File: src/rtl/control_pkg.sv
// Shared types and select encodings for the multi-cycle control sequencer
// and the datapath multiplexers it drives.
package control_pkg;

  typedef enum logic [2:0] {
    S_FETCH     = 3'd0,
    S_DECODE    = 3'd1,
    S_EXECUTE   = 3'd2,
    S_MEM       = 3'd3,
    S_WRITEBACK = 3'd4,
    S_HALTED    = 3'd5
  } state_t;

  typedef enum logic [3:0] {
    OP_NOP   = 4'd0,
    OP_ADD   = 4'd1,
    OP_ADDI  = 4'd2,
    OP_LOAD  = 4'd3,
    OP_STORE = 4'd4,
    OP_JUMP  = 4'd5,
    OP_BEQ   = 4'd6,
    OP_HALT  = 4'd15
  } opcode_t;

  localparam logic [1:0] PC_SEL_INC    = 2'd0;
  localparam logic [1:0] PC_SEL_JUMP   = 2'd1;
  localparam logic [1:0] PC_SEL_BRANCH = 2'd2;
  localparam logic [1:0] ALU_B_REG     = 2'd0;
  localparam logic [1:0] ALU_B_IMM     = 2'd1;
  localparam logic [1:0] WB_ALU        = 2'd0;
  localparam logic [1:0] WB_MEM        = 2'd1;

  function automatic logic op_is_legal(input logic [3:0] op);
    case (op)
      4'd0, 4'd1, 4'd2, 4'd3, 4'd4, 4'd5, 4'd6, 4'd15: return 1'b1;
      default:                                         return 1'b0;
    endcase
  endfunction

endpackage

File: src/rtl/control_unit_if.sv
// Fetch-stage valid/ready opcode handshake between the fetch stage (master)
// and the control sequencer (slave).
interface control_unit_if #(
  parameter int OPCODE_WIDTH = 4
);
  logic                    instr_valid;
  logic                    instr_ready;
  logic [OPCODE_WIDTH-1:0] opcode;

  modport master (output instr_valid, output opcode, input instr_ready);
  modport slave  (input instr_valid, input opcode, output instr_ready);
endinterface

File: src/rtl/control_unit_perf_counter.sv
// Free-running 32-bit performance counter with count enable and freeze;
// wraps from all-ones to zero.
module perf_counter (
  input  logic        clk,
  input  logic        reset,
  input  logic        en_i,
  input  logic        freeze_i,
  output logic [31:0] count_o
);
  logic [31:0] count_q;

  always_ff @(posedge clk) begin
    if (reset) begin
      count_q <= 32'd0;
    end else if (en_i && !freeze_i) begin
      count_q <= count_q + 32'd1;
    end else begin
      count_q <= count_q;
    end
  end

  assign count_o = count_q;
endmodule

File: src/rtl/control_unit.sv
// Multi-cycle FETCH/DECODE/EXECUTE/MEM/WRITEBACK sequencer driving the datapath
// mux selects and write strobes. Define CONTROL_UNIT_PERF_EN for the perf counters.
module control_unit
  import control_pkg::*;
#(
  parameter int OPCODE_WIDTH = 4,
  parameter int SEL_WIDTH    = 2
) (
  input  logic                 clk,
  input  logic                 reset,
  control_unit_if.slave        fetch,
  input  logic                 zero,
  input  logic                 mem_ready,
  output logic [SEL_WIDTH-1:0] pc_sel,
  output logic [SEL_WIDTH-1:0] alu_b_sel,
  output logic [SEL_WIDTH-1:0] wb_sel,
  output logic                 reg_write,
  output logic                 mem_read,
  output logic                 mem_write,
  output logic                 pc_write,
  output logic                 halted,
  output logic                 illegal,
  output logic [31:0]          cycle_count,
  output logic [31:0]          instr_count
);
  state_t                  state_q;
  logic [OPCODE_WIDTH-1:0] ir_q;
  logic                    illegal_q;

  logic       legal_s, op_nop_s, op_addi_s, op_load_s, op_store_s;
  logic       op_jump_s, op_beq_s, op_halt_s, is_imm_s;
  logic       instr_ready_s, reg_write_s, mem_read_s, mem_write_s, pc_write_s;
  logic [1:0] pc_sel_s, alu_b_sel_s, wb_sel_s;

  // Opcodes wider than 4 bits are legal only when the upper bits are zero.
  assign legal_s    = ((ir_q >> 4) == '0) && op_is_legal(ir_q[3:0]);
  assign op_nop_s   = (ir_q == OPCODE_WIDTH'(OP_NOP));
  assign op_addi_s  = (ir_q == OPCODE_WIDTH'(OP_ADDI));
  assign op_load_s  = (ir_q == OPCODE_WIDTH'(OP_LOAD));
  assign op_store_s = (ir_q == OPCODE_WIDTH'(OP_STORE));
  assign op_jump_s  = (ir_q == OPCODE_WIDTH'(OP_JUMP));
  assign op_beq_s   = (ir_q == OPCODE_WIDTH'(OP_BEQ));
  assign op_halt_s  = (ir_q == OPCODE_WIDTH'(OP_HALT));
  assign is_imm_s   = op_addi_s | op_load_s | op_store_s;

  // Sequencer state, instruction register and sticky illegal flag.
  always_ff @(posedge clk) begin
    if (reset) begin
      state_q   <= S_FETCH;
      ir_q      <= '0;
      illegal_q <= 1'b0;
    end else begin
      case (state_q)
        S_FETCH: begin
          if (fetch.instr_valid) begin
            ir_q    <= fetch.opcode;
            state_q <= S_DECODE;
          end
        end
        S_DECODE: begin
          if (op_halt_s || !legal_s) begin
            state_q   <= S_HALTED;
            illegal_q <= !legal_s;
          end else begin
            state_q <= S_EXECUTE;
          end
        end
        S_EXECUTE: begin
          if (op_load_s || op_store_s)             state_q <= S_MEM;
          else if (op_nop_s || op_jump_s || op_beq_s) state_q <= S_FETCH;
          else                                     state_q <= S_WRITEBACK;
        end
        S_MEM: begin
          if (mem_ready) state_q <= op_load_s ? S_WRITEBACK : S_FETCH;
        end
        S_WRITEBACK: state_q <= S_FETCH;
        S_HALTED:    state_q <= S_HALTED;
        default:     state_q <= S_FETCH;
      endcase
    end
  end

  // Output decode; only BEQ's branch select and STORE's completing PC write see live inputs.
  always_comb begin
    instr_ready_s = 1'b0;
    pc_sel_s      = PC_SEL_INC;
    alu_b_sel_s   = ALU_B_REG;
    wb_sel_s      = WB_ALU;
    reg_write_s   = 1'b0;
    mem_read_s    = 1'b0;
    mem_write_s   = 1'b0;
    pc_write_s    = 1'b0;
    case (state_q)
      S_FETCH: instr_ready_s = 1'b1;
      S_EXECUTE: begin
        alu_b_sel_s = is_imm_s ? ALU_B_IMM : ALU_B_REG;
        if (op_jump_s) begin
          pc_write_s = 1'b1;
          pc_sel_s   = PC_SEL_JUMP;
        end else if (op_beq_s) begin
          pc_write_s = 1'b1;
          pc_sel_s   = zero ? PC_SEL_BRANCH : PC_SEL_INC;
        end else if (op_nop_s) begin
          pc_write_s = 1'b1;
        end else begin
          pc_write_s = 1'b0;
        end
      end
      S_MEM: begin
        mem_read_s  = op_load_s;
        mem_write_s = op_store_s;
        pc_write_s  = op_store_s & mem_ready;
      end
      S_WRITEBACK: begin
        reg_write_s = 1'b1;
        pc_write_s  = 1'b1;
        wb_sel_s    = op_load_s ? WB_MEM : WB_ALU;
      end
      default: instr_ready_s = 1'b0;
    endcase
  end

  assign fetch.instr_ready = instr_ready_s;
  assign pc_sel            = SEL_WIDTH'(pc_sel_s);
  assign alu_b_sel         = SEL_WIDTH'(alu_b_sel_s);
  assign wb_sel            = SEL_WIDTH'(wb_sel_s);
  assign reg_write         = reg_write_s;
  assign mem_read          = mem_read_s;
  assign mem_write         = mem_write_s;
  assign pc_write          = pc_write_s;
  assign halted            = (state_q == S_HALTED);
  assign illegal           = illegal_q;

`ifdef CONTROL_UNIT_PERF_EN
  logic halted_prev_q;

  // Freeze lags halted by one cycle so the first HALTED cycle is still counted.
  always_ff @(posedge clk) begin
    if (reset) halted_prev_q <= 1'b0;
    else       halted_prev_q <= halted;
  end

  perf_counter u_cycle_count (
    .clk      (clk),
    .reset    (reset),
    .en_i     (1'b1),
    .freeze_i (halted_prev_q),
    .count_o  (cycle_count)
  );

  perf_counter u_instr_count (
    .clk      (clk),
    .reset    (reset),
    .en_i     (pc_write_s),
    .freeze_i (halted_prev_q),
    .count_o  (instr_count)
  );
`else
  assign cycle_count = 32'd0;
  assign instr_count = 32'd0;
`endif

endmodule
File: src/flat_wrapper.sv
// flat-port wrapper written by rule: the top's interface ports become plain ports
module control_unit_flat import control_pkg::*;
#(
  parameter int OPCODE_WIDTH = 4,
  parameter int SEL_WIDTH    = 2
)
  (clk, reset, zero, mem_ready, pc_sel, alu_b_sel, wb_sel, reg_write, mem_read, mem_write, pc_write, halted, illegal, cycle_count, instr_count, fetch_instr_valid, fetch_opcode, fetch_instr_ready);
  control_unit_if #(.OPCODE_WIDTH(OPCODE_WIDTH)) fetch_i ();
  input  logic clk;
  input  logic reset;
  input  logic zero;
  input  logic mem_ready;
  output logic [SEL_WIDTH-1:0] pc_sel;
  output logic [SEL_WIDTH-1:0] alu_b_sel;
  output logic [SEL_WIDTH-1:0] wb_sel;
  output logic reg_write;
  output logic mem_read;
  output logic mem_write;
  output logic pc_write;
  output logic halted;
  output logic illegal;
  output logic [31:0] cycle_count;
  output logic [31:0] instr_count;
  input wire logic [$bits(fetch_i.instr_valid)-1:0] fetch_instr_valid;
  input wire logic [$bits(fetch_i.opcode)-1:0] fetch_opcode;
  output wire logic [$bits(fetch_i.instr_ready)-1:0] fetch_instr_ready;
  assign fetch_i.instr_valid = fetch_instr_valid;
  assign fetch_i.opcode = fetch_opcode;
  assign fetch_instr_ready = fetch_i.instr_ready;
  control_unit #(.OPCODE_WIDTH(OPCODE_WIDTH), .SEL_WIDTH(SEL_WIDTH)) u_core (.clk(clk), .reset(reset), .fetch(fetch_i), .zero(zero), .mem_ready(mem_ready), .pc_sel(pc_sel), .alu_b_sel(alu_b_sel), .wb_sel(wb_sel), .reg_write(reg_write), .mem_read(mem_read), .mem_write(mem_write), .pc_write(pc_write), .halted(halted), .illegal(illegal), .cycle_count(cycle_count), .instr_count(instr_count));
endmodule
File: config.mk
export PLATFORM = sky130hd
export DESIGN_NAME = control_unit_flat
export DESIGN_NICKNAME = d
export VERILOG_FILES = /design/src/rtl/control_pkg.sv /design/src/rtl/control_unit_if.sv /design/src/rtl/control_unit_perf_counter.sv /design/src/rtl/control_unit.sv /design/src/flat_wrapper.sv
export SDC_FILE = /design/constraint.sdc
export NUM_CORES = 1
export LEC_CHECK = 0
export ABC_AREA = 1
export CAP_MARGIN = 20
export CORE_UTILIZATION = 37
export CTS_CLUSTER_SIZE = 28
export DETAILED_ROUTE_END_ITERATION = 8
export PLACE_DENSITY_LB_ADDON = 0.3
export SETUP_SLACK_MARGIN = 0.5
export SKIP_LAST_GASP = 1
export SLEW_MARGIN = 20
export SYNTH_ARGS = -nofsm -noshare
export SYNTH_HDL_FRONTEND = slang
export SYNTH_SLANG_ARGS = --single-unit
File: constraint.sdc
create_clock -name clk -period 2.2 [get_ports clk]
set_input_delay 0.55 -clock clk [delete_from_list [all_inputs] [get_ports clk]]
set_output_delay 0.55 -clock clk [all_outputs]
set_load 0.02 [all_outputs]
==> impl_metrics.tcl <==
set metrics [dict create \
    outcome "finished, violations left" \
    violations "DRC" \
    grt_pass1_vias 757 \
    fillers 303 \
    drt-pass1-iter-count 7 \
    synth_top_family_by_area "buffers and inverters" \
    yosysTopAreaCellShare 0.439 \
    fp.dieH_um 57.2 \
    cp-start-kind "input port" \
    io_buffer_count 19 \
    fmax_mhz 543 \
    cts-root-buf "clkbuf_4" \
    ant_nets 0 \
    finalSetupViolCount 0 \
    grt_pass1_wl_um 3190 \
    fp.dieW_um 57.2 \
    maxCapViolCount 0 \
    finClkSkew_ps 6.78 \
    clk_pin_slew_worst_paths_ps 60 \
    clk_latency_ps 270 \
    ys_types 19 \
    drive_above_1_share 0.317 \
    power_density_nw_per_um2 829 \
    crit_path_end_kind "primary output" \
    finalPower_mw 1.10 \
    synth-edff-count 0 \
    routabilityCongestion 0.813 \
    synth-simple-area-share 0.308 \
    globalRouteOverflowTotal 0 \
    netlist_instances 170 \
    cts_made_buffers 3 \
    synthArstFlopShare 0 \
    slew_violations 0 \
    ys_ff_latch 9 \
    yosys.area_share.adder 0 \
    syn_avg_cell_area_um2 6.64 \
    yosys.area.top_type "buf_4" \
    drc_errors 9 \
    cp.required_ps 1650 \
    die_area_um2 3280 \
    clockBufferDepth 2 \
    muxShareOfSynthArea 0 \
    ctsHoldBuffers 0 \
    cts_tree "done" \
    synthXorXnorAreaFrac 0 \
    fin_crit_sh 0.837 \
    grt_usage 0.125 \
    p_leak_nw 0.738 \
    crit_fanout 2 \
    viasPerCell 3.87 \
    netlist_area_um2 1130 \
    hp-class "reg2reg" \
    grt_max_degree 8 \
    crit_type "in2out" \
    cp_data_arrival_time_ps 1290 \
    diodes 0 \
    core_area_um2 2830 \
    yosysSeqAreaShare 0.160 \
    rsz0062_at_grt "yes" \
    dpl.hpwl_um 1470 \
    wl_um 1970 \
    num_rows 19 \
    hold_violations 0 \
    pin_count 86 \
    fin_crit_ps 1840 \
    cts.sinks 9 \
    post-route-util 0.468 \
    fin_hold_ws_ps 557 \
    area_growth_pct 17.4 \
    vdd_drop_max_v 0.000511 \
    routedWlPerCell_um 8.33 \
    synth_compound_area_frac 0.0266 \
    ys.flop_type "dfxtp_1" \
    fin_nets 215 \
    start_util 0.399 \
    yosysWarnings 0 \
    antenna_found_initial 0 \
    drt_iter0_drc 49 \
    vias 913 \
    netlist_top_cells_area "buf_4 44%, dfxtp_1 16%, nand2_1 8.3%" \
    cts_max_level 1 \
]
[layer usage]
layer	track usage	up-vias	part of all wire
met5	0	-	0
li1	-	465	-
met2	0.197	62	0.45
met3	0.0159	5	0.075
met4	0.0627	0	0.022
met1	0.168	381	0.45
[what timing repair did]
action	4_1_cts	5_1_grt
buffers inserted	6	4
resized for setup	74	13
endpoints found under the setup margin	11	10
cloned	0	0
pin swaps	8	6
[synthesized netlist by cell type (2+ instances only)]
library cell,instances
dfxtp_1,9
inv_1,18
o21a_1,2
nand2_1,25
buf_4,66
nand3_2,2
nand3_1,17
nor2_2,4
nand4_1,4
a21oi_1,2
nor2_4,2
nor2_1,12
[report_power, final]
part	total, mW	switching, mW	internal [mW]
clock network	0.130	0.0603	0.0701
registers	0.295	0.0741	0.221
logic	0.674	0.421	0.252
[registers in the layout (all words and copies together), names as in the netlist]
| name | flops |
|---|---|
| u_core.ir_q | 4 |
| u_core.state_q | 3 |
| u_core.illegal | 1 |
| u_core.legal_s | 1 |
[final timing paths]
| check | from | end | slack, ps | cells after the start |
|---|---|---|---|---|
| hold / removal | u_core.state_q[0]$_SDFFE_PP0P_ | u_core.state_q[0]$_SDFFE_PP0P_ | 560 | 2 |
| hold reg to reg | u_core.state_q[0]$_SDFFE_PP0P_ | u_core.state_q[0]$_SDFFE_PP0P_ | 560 | 2 |
| setup / recovery | mem_ready | pc_write | 360 | 4 |
| setup reg to reg | u_core.state_q[0]$_SDFFE_PP0P_ | u_core.legal_s$_DFF_P_ | 890 | 9 |
[worst max-delay path, stage by stage]
cell	delay, ps
clkdlybuf4s50_1	490
nand2_1	70
nand3_2	60
buf_6	110
[cell type report]
class                           instances  area [µm²]  share of cell area
Timing Repair Buffer                   32         267               0.201
Tap cell                               31        38.8              0.0293
Sequential cell                         9         196               0.148
Multi-Input combinational cell        141         723               0.546
Clock buffer                            4        26.3              0.0198
Inverter                               19        73.8              0.0557
[cell usage in the layout (no fill, tap or decap), types with 2 or more instances in the layout]
| cell type | synthesis | layout |
|---|---|---|
| clkdlybuf4s50_1 | 0 | 8 |
| nand2_1 | 25 | 22 |
| conb_1 | 1 | 66 |
| clkbuf_4 | 0 | 3 |
| dfxtp_2 | 0 | 4 |
| buf_4 | 66 | 20 |
| inv_1 | 18 | 15 |
| buf_6 | 0 | 2 |
| nand4_1 | 4 | 4 |
| nor2_2 | 4 | 6 |
| nand3_2 | 2 | 9 |
| o21a_1 | 2 | 2 |
| nor2_4 | 2 | 5 |
| dfxtp_1 | 9 | 2 |
| nand3_1 | 17 | 9 |
| inv_2 | 1 | 3 |
| nand2_2 | 1 | 3 |
| nor2_1 | 12 | 7 |
| dfxtp_4 | 0 | 3 |
[metrics by stage]
step	worst slack (ps)	cell area (µm²)	cells	TNS (ps)
finish	359	1330	236	0
global placement	-98.2	1140	222	-176
detailed placement	-125	1140	222	-207
floorplan	529	1380	235	0
global route	301	1330	236	0
CTS	359	1250	232	0
[logic make-up after synthesis]
group / count (synthesis)
other cells: 1
buf+inv: 85
flops: 9
compound gates: 5
simple gates: 70
(Power assumes the default switching activity.)
